### config.mk
export PLATFORM = sky130hd
export DESIGN_NAME = pipe_control
export DESIGN_NICKNAME = d
export VERILOG_FILES = /design/src/rtl/pipe_control.sv
export SDC_FILE = /design/constraint.sdc
export NUM_CORES = 1
export LEC_CHECK = 0
export CORE_ASPECT_RATIO = 1.75
export CORE_MARGIN = 8
export CORE_UTILIZATION = 37
export DETAILED_ROUTE_END_ITERATION = 7
export PLACE_DENSITY = 0.73
export SLEW_MARGIN = 20
export SYNTH_ARGS = -nofsm -noshare
export SYNTH_HDL_FRONTEND = slang
export SYNTH_SLANG_ARGS = --single-unit
### constraint.sdc
create_clock -name clk -period 2.7 [get_ports clk]
set_input_delay 0.405 -clock clk [delete_from_list [all_inputs] [get_ports clk]]
set_output_delay 0.405 -clock clk [all_outputs]
set_load 0.1 [all_outputs]
### src/rtl/pipe_control.sv
`default_nettype none
// ============================================================================
// Module   : pipe_control
// Brief    : LEGv8 5-stage pipeline control. Decodes ID, carries controls
//            through EX/MEM/WB, and detects load-use hazards (stall + bubble).
// Revision : 1.0 - initial release
// ============================================================================
module pipe_control #(
    parameter int ALUOP_W  = 3,
    parameter int REG_W    = 5,
    parameter int ZERO_REG = 31,
    parameter int CNT_W    = 16
) (
    input  logic               clk,
    input  logic               reset,
    input  logic [31:0]        id_instr,
    input  logic               id_valid,
    input  logic               flush,
    output logic               stall,
    output logic               ex_valid,
    output logic               ex_immediate,
    output logic               ex_reg2Loc,
    output logic               ex_setPCReg,
    output logic               ex_link,
    output logic               ex_uncondBranch,
    output logic               ex_cbBranch,
    output logic               ex_cbzBranch,
    output logic               ex_memRead,
    output logic               ex_memToReg,
    output logic               ex_memWrite,
    output logic               ex_ALUSrc,
    output logic               ex_regWrite,
    output logic               ex_setFlags,
    output logic [ALUOP_W-1:0] ex_ALUOp,
    output logic [REG_W-1:0]   ex_rd,
    output logic [REG_W-1:0]   ex_rn,
    output logic [REG_W-1:0]   ex_rm,
    output logic               mem_valid,
    output logic               mem_memRead,
    output logic               mem_memWrite,
    output logic               mem_memToReg,
    output logic               mem_regWrite,
    output logic [REG_W-1:0]   mem_rd,
    output logic               wb_valid,
    output logic               wb_memToReg,
    output logic               wb_regWrite,
    output logic [REG_W-1:0]   wb_rd,
    output logic [CNT_W-1:0]   stall_count
);

    typedef struct packed {
        logic               immediate;
        logic               reg2Loc;
        logic               setPCReg;
        logic               link;
        logic               uncondBranch;
        logic               cbBranch;
        logic               cbzBranch;
        logic               memRead;
        logic               memToReg;
        logic               memWrite;
        logic               ALUSrc;
        logic               regWrite;
        logic               setFlags;
        logic [ALUOP_W-1:0] aluop;
    } ctrl_t;

    localparam logic [ALUOP_W-1:0] c_alu_add  = ALUOP_W'(2);
    localparam logic [ALUOP_W-1:0] c_alu_sub  = ALUOP_W'(3);
    localparam logic [REG_W-1:0]   c_zero_reg = REG_W'(ZERO_REG);

    logic [10:0]      w_op;
    logic [REG_W-1:0] w_rd;
    logic [REG_W-1:0] w_rn;
    logic [REG_W-1:0] w_rm;
    ctrl_t            w_ctrl;
    logic             w_use_rn;
    logic             w_use_rm;
    logic             w_use_rt;
    logic             w_hazard;
    logic             w_stall;
    logic             w_bubble;
    logic             w_unused_imm;

    ctrl_t            r_ex_ctrl;
    logic             r_ex_valid;
    logic [REG_W-1:0] r_ex_rd;
    logic [REG_W-1:0] r_ex_rn;
    logic [REG_W-1:0] r_ex_rm;
    logic             r_mem_valid;
    logic             r_mem_memRead;
    logic             r_mem_memWrite;
    logic             r_mem_memToReg;
    logic             r_mem_regWrite;
    logic [REG_W-1:0] r_mem_rd;
    logic             r_wb_valid;
    logic             r_wb_memToReg;
    logic             r_wb_regWrite;
    logic [REG_W-1:0] r_wb_rd;
    logic [CNT_W-1:0] r_stall_count;

    assign w_op         = id_instr[31:21];
    assign w_rd         = id_instr[REG_W-1:0];
    assign w_rn         = id_instr[5 +: REG_W];
    assign w_rm         = id_instr[16 +: REG_W];
    assign w_unused_imm = ^id_instr[15:10];

    always_comb begin
        w_ctrl   = '0;
        w_use_rn = 1'b0;
        w_use_rm = 1'b0;
        w_use_rt = 1'b0;
        if (w_op[10:1] == 10'b1001000100) begin                 // ADDI
            w_ctrl.immediate = 1'b1;
            w_ctrl.aluop     = c_alu_add;
            w_ctrl.ALUSrc    = 1'b1;
            w_ctrl.regWrite  = 1'b1;
            w_use_rn         = 1'b1;
        end else if (w_op == 11'b10101011000) begin             // ADDS
            w_ctrl.aluop     = c_alu_add;
            w_ctrl.regWrite  = 1'b1;
            w_ctrl.setFlags  = 1'b1;
            w_use_rn         = 1'b1;
            w_use_rm         = 1'b1;
        end else if (w_op == 11'b11101011000) begin             // SUBS
            w_ctrl.aluop     = c_alu_sub;
            w_ctrl.regWrite  = 1'b1;
            w_ctrl.setFlags  = 1'b1;
            w_use_rn         = 1'b1;
            w_use_rm         = 1'b1;
        end else if (w_op[10:5] == 6'b000101) begin             // B
            w_ctrl.uncondBranch = 1'b1;
        end else if (w_op[10:5] == 6'b100101) begin             // BL
            w_ctrl.link         = 1'b1;
            w_ctrl.uncondBranch = 1'b1;
            w_ctrl.regWrite     = 1'b1;
        end else if (w_op[10:3] == 8'b01010100) begin           // B.cond
            w_ctrl.cbBranch = 1'b1;
        end else if (w_op[10:3] == 8'b10110100) begin           // CBZ
            w_ctrl.reg2Loc   = 1'b1;
            w_ctrl.cbzBranch = 1'b1;
            w_use_rt         = 1'b1;
        end else if (w_op == 11'b11010110000) begin             // BR
            w_ctrl.reg2Loc      = 1'b1;
            w_ctrl.setPCReg     = 1'b1;
            w_ctrl.uncondBranch = 1'b1;
            w_use_rn            = 1'b1;
        end else if (w_op == 11'b11111000010) begin             // LDUR
            w_ctrl.memRead  = 1'b1;
            w_ctrl.memToReg = 1'b1;
            w_ctrl.aluop    = c_alu_add;
            w_ctrl.ALUSrc   = 1'b1;
            w_ctrl.regWrite = 1'b1;
            w_use_rn        = 1'b1;
        end else if (w_op == 11'b11111000000) begin             // STUR
            w_ctrl.reg2Loc  = 1'b1;
            w_ctrl.aluop    = c_alu_add;
            w_ctrl.ALUSrc   = 1'b1;
            w_ctrl.memWrite = 1'b1;
            w_use_rn        = 1'b1;
            w_use_rt        = 1'b1;
        end
    end

    // Stores and CBZ read their second operand from the Rt (Rd) field.
    assign w_hazard = id_valid & r_ex_valid & r_ex_ctrl.memRead & (r_ex_rd != c_zero_reg) &
                      ((w_use_rn & (w_rn == r_ex_rd)) |
                       (w_use_rm & (w_rm == r_ex_rd)) |
                       (w_use_rt & (w_rd == r_ex_rd)));
    assign w_stall  = w_hazard & ~flush & ~reset;
    assign w_bubble = flush | w_stall | ~id_valid;

    always_ff @(posedge clk) begin
        if (reset) begin
            r_ex_ctrl      <= '0;
            r_ex_valid     <= 1'b0;
            r_ex_rd        <= '0;
            r_ex_rn        <= '0;
            r_ex_rm        <= '0;
            r_mem_valid    <= 1'b0;
            r_mem_memRead  <= 1'b0;
            r_mem_memWrite <= 1'b0;
            r_mem_memToReg <= 1'b0;
            r_mem_regWrite <= 1'b0;
            r_mem_rd       <= '0;
            r_wb_valid     <= 1'b0;
            r_wb_memToReg  <= 1'b0;
            r_wb_regWrite  <= 1'b0;
            r_wb_rd        <= '0;
            r_stall_count  <= '0;
        end else begin
            if (w_bubble) begin
                r_ex_ctrl  <= '0;
                r_ex_valid <= 1'b0;
                r_ex_rd    <= '0;
                r_ex_rn    <= '0;
                r_ex_rm    <= '0;
            end else begin
                r_ex_ctrl  <= w_ctrl;
                r_ex_valid <= 1'b1;
                r_ex_rd    <= w_rd;
                r_ex_rn    <= w_rn;
                r_ex_rm    <= w_rm;
            end
            r_mem_valid    <= r_ex_valid;
            r_mem_memRead  <= r_ex_ctrl.memRead;
            r_mem_memWrite <= r_ex_ctrl.memWrite;
            r_mem_memToReg <= r_ex_ctrl.memToReg;
            r_mem_regWrite <= r_ex_ctrl.regWrite;
            r_mem_rd       <= r_ex_rd;
            r_wb_valid     <= r_mem_valid;
            r_wb_memToReg  <= r_mem_memToReg;
            r_wb_regWrite  <= r_mem_regWrite;
            r_wb_rd        <= r_mem_rd;
            if (w_stall && (r_stall_count != '1)) begin
                r_stall_count <= r_stall_count + CNT_W'(1);
            end
        end
    end

    assign stall           = w_stall;
    assign ex_valid        = r_ex_valid;
    assign ex_immediate    = r_ex_ctrl.immediate;
    assign ex_reg2Loc      = r_ex_ctrl.reg2Loc;
    assign ex_setPCReg     = r_ex_ctrl.setPCReg;
    assign ex_link         = r_ex_ctrl.link;
    assign ex_uncondBranch = r_ex_ctrl.uncondBranch;
    assign ex_cbBranch     = r_ex_ctrl.cbBranch;
    assign ex_cbzBranch    = r_ex_ctrl.cbzBranch;
    assign ex_memRead      = r_ex_ctrl.memRead;
    assign ex_memToReg     = r_ex_ctrl.memToReg;
    assign ex_memWrite     = r_ex_ctrl.memWrite;
    assign ex_ALUSrc       = r_ex_ctrl.ALUSrc;
    assign ex_regWrite     = r_ex_ctrl.regWrite;
    assign ex_setFlags     = r_ex_ctrl.setFlags;
    assign ex_ALUOp        = r_ex_ctrl.aluop;
    assign ex_rd           = r_ex_rd;
    assign ex_rn           = r_ex_rn;
    assign ex_rm           = r_ex_rm;
    assign mem_valid       = r_mem_valid;
    assign mem_memRead     = r_mem_memRead;
    assign mem_memWrite    = r_mem_memWrite;
    assign mem_memToReg    = r_mem_memToReg;
    assign mem_regWrite    = r_mem_regWrite;
    assign mem_rd          = r_mem_rd;
    assign wb_valid        = r_wb_valid;
    assign wb_memToReg     = r_wb_memToReg;
    assign wb_regWrite     = r_wb_regWrite;
    assign wb_rd           = r_wb_rd;
    assign stall_count     = r_stall_count;

endmodule
`default_nettype wire

==> results.md <==
* Status: completed
* DP Wirelength at 5.87 mm
* Clock latency on the worst-skew pair at approximately 0.32 ns
* Placed cell areas at 3700 um^2
* Port Buffers at 95
* Crit-path max FO at 3
* Die H at ~130 um
* Dpl cells at 470
* Worst vdd ir at between 0.3 and 0.4 mV
* # IOs at approximately 100
* Gr usage total at 0.154
* R2r worst-path depth at 9
* Sw Ratio at 0.225
* Final Max Tran Viols at 0
* Syn-to-layout area delta at 60.1%
* CP Class: in2out
* Hold Path End: ex_rd[4]
* Worst setup SP type: primary input
* Antenna-violating nets left at 0
* CTS tree: built
* Number of global-route vias before repair at 2484
* RSZ-0062 raised after global routing: false
* Fin Setup TNS at 0 ns
* Most common cell after layout, fill and taps aside: buf_4
* Cell at the slowest stage of the critical path: or4_4
* Root buffer cell: clkbuf_16
* Ratio of cells with drive above 1 in the final layout at 0.384
* Final core occ at 0.606
* Tcrit/Tclk final at 0.976
* Max Fclk at about 380 MHz
* Max-capacitance violation count at 0
* R2R Setup Slk at about 0.19 ns
* YS warnings at 0
* Worst EP required at 2.30 ns
* Netlist Area Pre-Place at 2560 um^2
* Syn_nets at roughly 300
* Reg-to-Reg Start: ex_rd[1]
* CP Data Arrival Time at around 2.2 ns
* Internal power at 1.74 mW
* Post-synth cell types at 47
* Post-synth top area share at 0.493
* Minimum clock period at 2.64 ns
* Clock share of power at 0.476
* Hold_ws at about 0.35 ns
* CTS Hold Bufs at 0
* Area leader, netlist: dfxtp_1
* Initial antenna violation count at 0
* Via density at between 4 and 5
* Gpl congestion at 0.814
* Synth area leaders: dfxtp_1 49%, nor2b_1 5.4%, xor2_1 4.8%
* Critical-path cell list: dlygate4sd2_1 -> nand2b_4 -> or4_4 -> nor4_4 -> o311a_4 -> o21ba_4 -> buf_12
* Inserted Clock Buffers at 9
* Non-filler cells, final at ~500
* Routed vias at 2391
* Clock skew at 0.00348 ns
* Largest net degree at the start of global routing at 37
* Final setup viols at 0
* R2R Path End: stall_count[6]
* P_sw at slightly above 500 uW
* DR pass1 iterations at 4
* Slowest cell delay on critical path at 0.51 ns
* Routed length per placed instance at 15.6 um
* Fillers at 575
* Hold wc startpoint: id_instr[4]
* Bufs on Longest Clock Path at 2
* CTS Sinks at 63
* Syn_area_per_cell at a little under 10 um^2
* Gate Count Post-Synth at 264
* Nets at between 400 and 500
* Seq pwr share at 0.423
* Initial cell density of the core at 0.378
* Hold crit path type: in2reg
* Die X at a little under 80 um
* Grt ovf at 0
* Area of the die at 9930 um^2
* Detailed Route Iter0 Violations at 90
* Clk slew on worst S/H paths at 0.05 ns
* Sequential share of the synthesized area at 0.493
* Total core area at approximately 6800 um^2
* Yosys reg bits at 63
* Rows at 40
* # diodes at 0
* Htree depth at 3
* Fin. Hold Viols at 0
* Total wire length at 7.62 mm
* Fin area at between 4000 and 5000 um^2
* First-pass GRT wire length at approximately 12 mm
* Hold Path Cell Cnt at 2
* Commonest cells after routing, fill and taps aside: 105 x buf_4, 51 x dfxtp_1, 22 x nor2b_1
* Pleak at approximately 1.8 nW
* PwrDens at 548 nW/um^2
* Critical Path Sink Type: output port
* DRC at 0
* Logic pwr share at 0.102
[critical path: cells and delay by family]
family	cells	cell delay [ns]
AND/OR/NAND/NOR	3	0.95
AO/OA/AOI/OAI	2	0.39
buffers and inverters	2	0.48
[power by group through the flow]
| stage | Sequential, mW | Clock, mW | Combinational, mW |
|---|---|---|---|
| after floorplan | 1.03 | 0 | 0.0550 |
| after global placement | 0.966 | 0 | 0.222 |
| after detailed placement | 0.966 | 0 | 0.225 |
| after CTS | 0.948 | 1.09 | 0.228 |
| after global routing | 0.947 | 1.13 | 0.240 |
| final | 0.948 | 1.07 | 0.228 |
[stage by stage]
stage          total power [mW]  setup slack, ns
2_1_floorplan              1.09           0.0213
3_3_place_gp               1.19           -0.317
3_5_place_dp               1.19           -0.386
4_1_cts                    2.26           0.0224
5_1_grt                    2.32          0.00764
6_report                   2.24           0.0644
[registers in the layout, summed over array words and instances, names as in the netlist, 2 cells and up]
signal,cells
ex_rm,5
wb_rd,5
ex_rd,5
stall_count,16
ex_rn,5
ex_ALUOp,2
mem_rd,5
[kinds of logic (layout without fill, tap and decap cells)]
kind of cell,after synthesis,in the layout,synth area share
and+or+nand+nor,128,128,0.293
DFF,63,63,0.493
AOI/OAI and AO/OA,37,37,0.109
xor gates and xnor gates,16,16,0.0548
buffers and inverters,15,155,0.0308
muxes,3,3,0.0127
adders and majority gates,1,1,0.00489
other,1,1,0.00147
[worst max-delay path by stage]
stage,depth (start not counted),start,slack [ns],to
2_1_floorplan,9,stall_count[10],0.02,stall_count[1]
3_3_place_gp,9,id_instr[27],-0.32,stall_count[12]
3_5_place_dp,9,id_instr[27],-0.39,stall_count[12]
4_1_cts,7,id_instr[4],0.02,stall
5_1_grt,9,id_instr[2],0.008,stall_count[6]
6_report,7,id_instr[27],0.06,stall
[layout make-up]
| class | count | area [um^2] | share of cell area |
|---|---|---|---|
| Sequential cell | 63 | 1280 | 0.312 |
| Clock buffer | 14 | 284 | 0.0694 |
| Multi-Input combinational cell | 186 | 1290 | 0.316 |
| Inverter | 4 | 15.0 | 0.00367 |
| Timing Repair Buffer | 137 | 1120 | 0.273 |
| Tap cell | 84 | 105 | 0.0257 |
[synthesized netlist by cell type (all sizes together)]
library cell  count
o2bb2ai           1
nor2b            22
nand3             9
nand2b            2
and4              2
xor2             14
o311a             1
and3              4
nand2            15
o21bai            2
and2             16
o31ai             4
or4               9
o32ai             1
nor4              4
ha                1
xnor2             2
mux2              2
buf               7
mux2i             1
nor2             18
o21ai             9
o21ba             1
nor4b             1
inv               4
o21a              3
nor3b             1
nand4             6
a21oi            15
or4b              1
nor4bb            1
clkbuf            4
nor3              8
conb              1
or3               9
dfxtp            63
[timing repair]
action                                  4_1_cts  5_1_grt
setup buffers                                 6        0
endpoints found under the setup margin        2       10
pin swaps                                    10        5
gates resized for setup                      25        6
[layer usage]
metal | global-route usage | up-vias | routed length (um) | part of all wire
met5 | 0 | - | 0 | 0
met4 | 0.0867 | 0 | 248 | 0.033
met3 | 0.0470 | 18 | 475 | 0.062
met2 | 0.272 | 75 | 4120 | 0.54
met1 | 0.154 | 1107 | 2780 | 0.37
li1 | - | 1191 | - | -
Note: power is estimated with default switching activity, not from simulation.
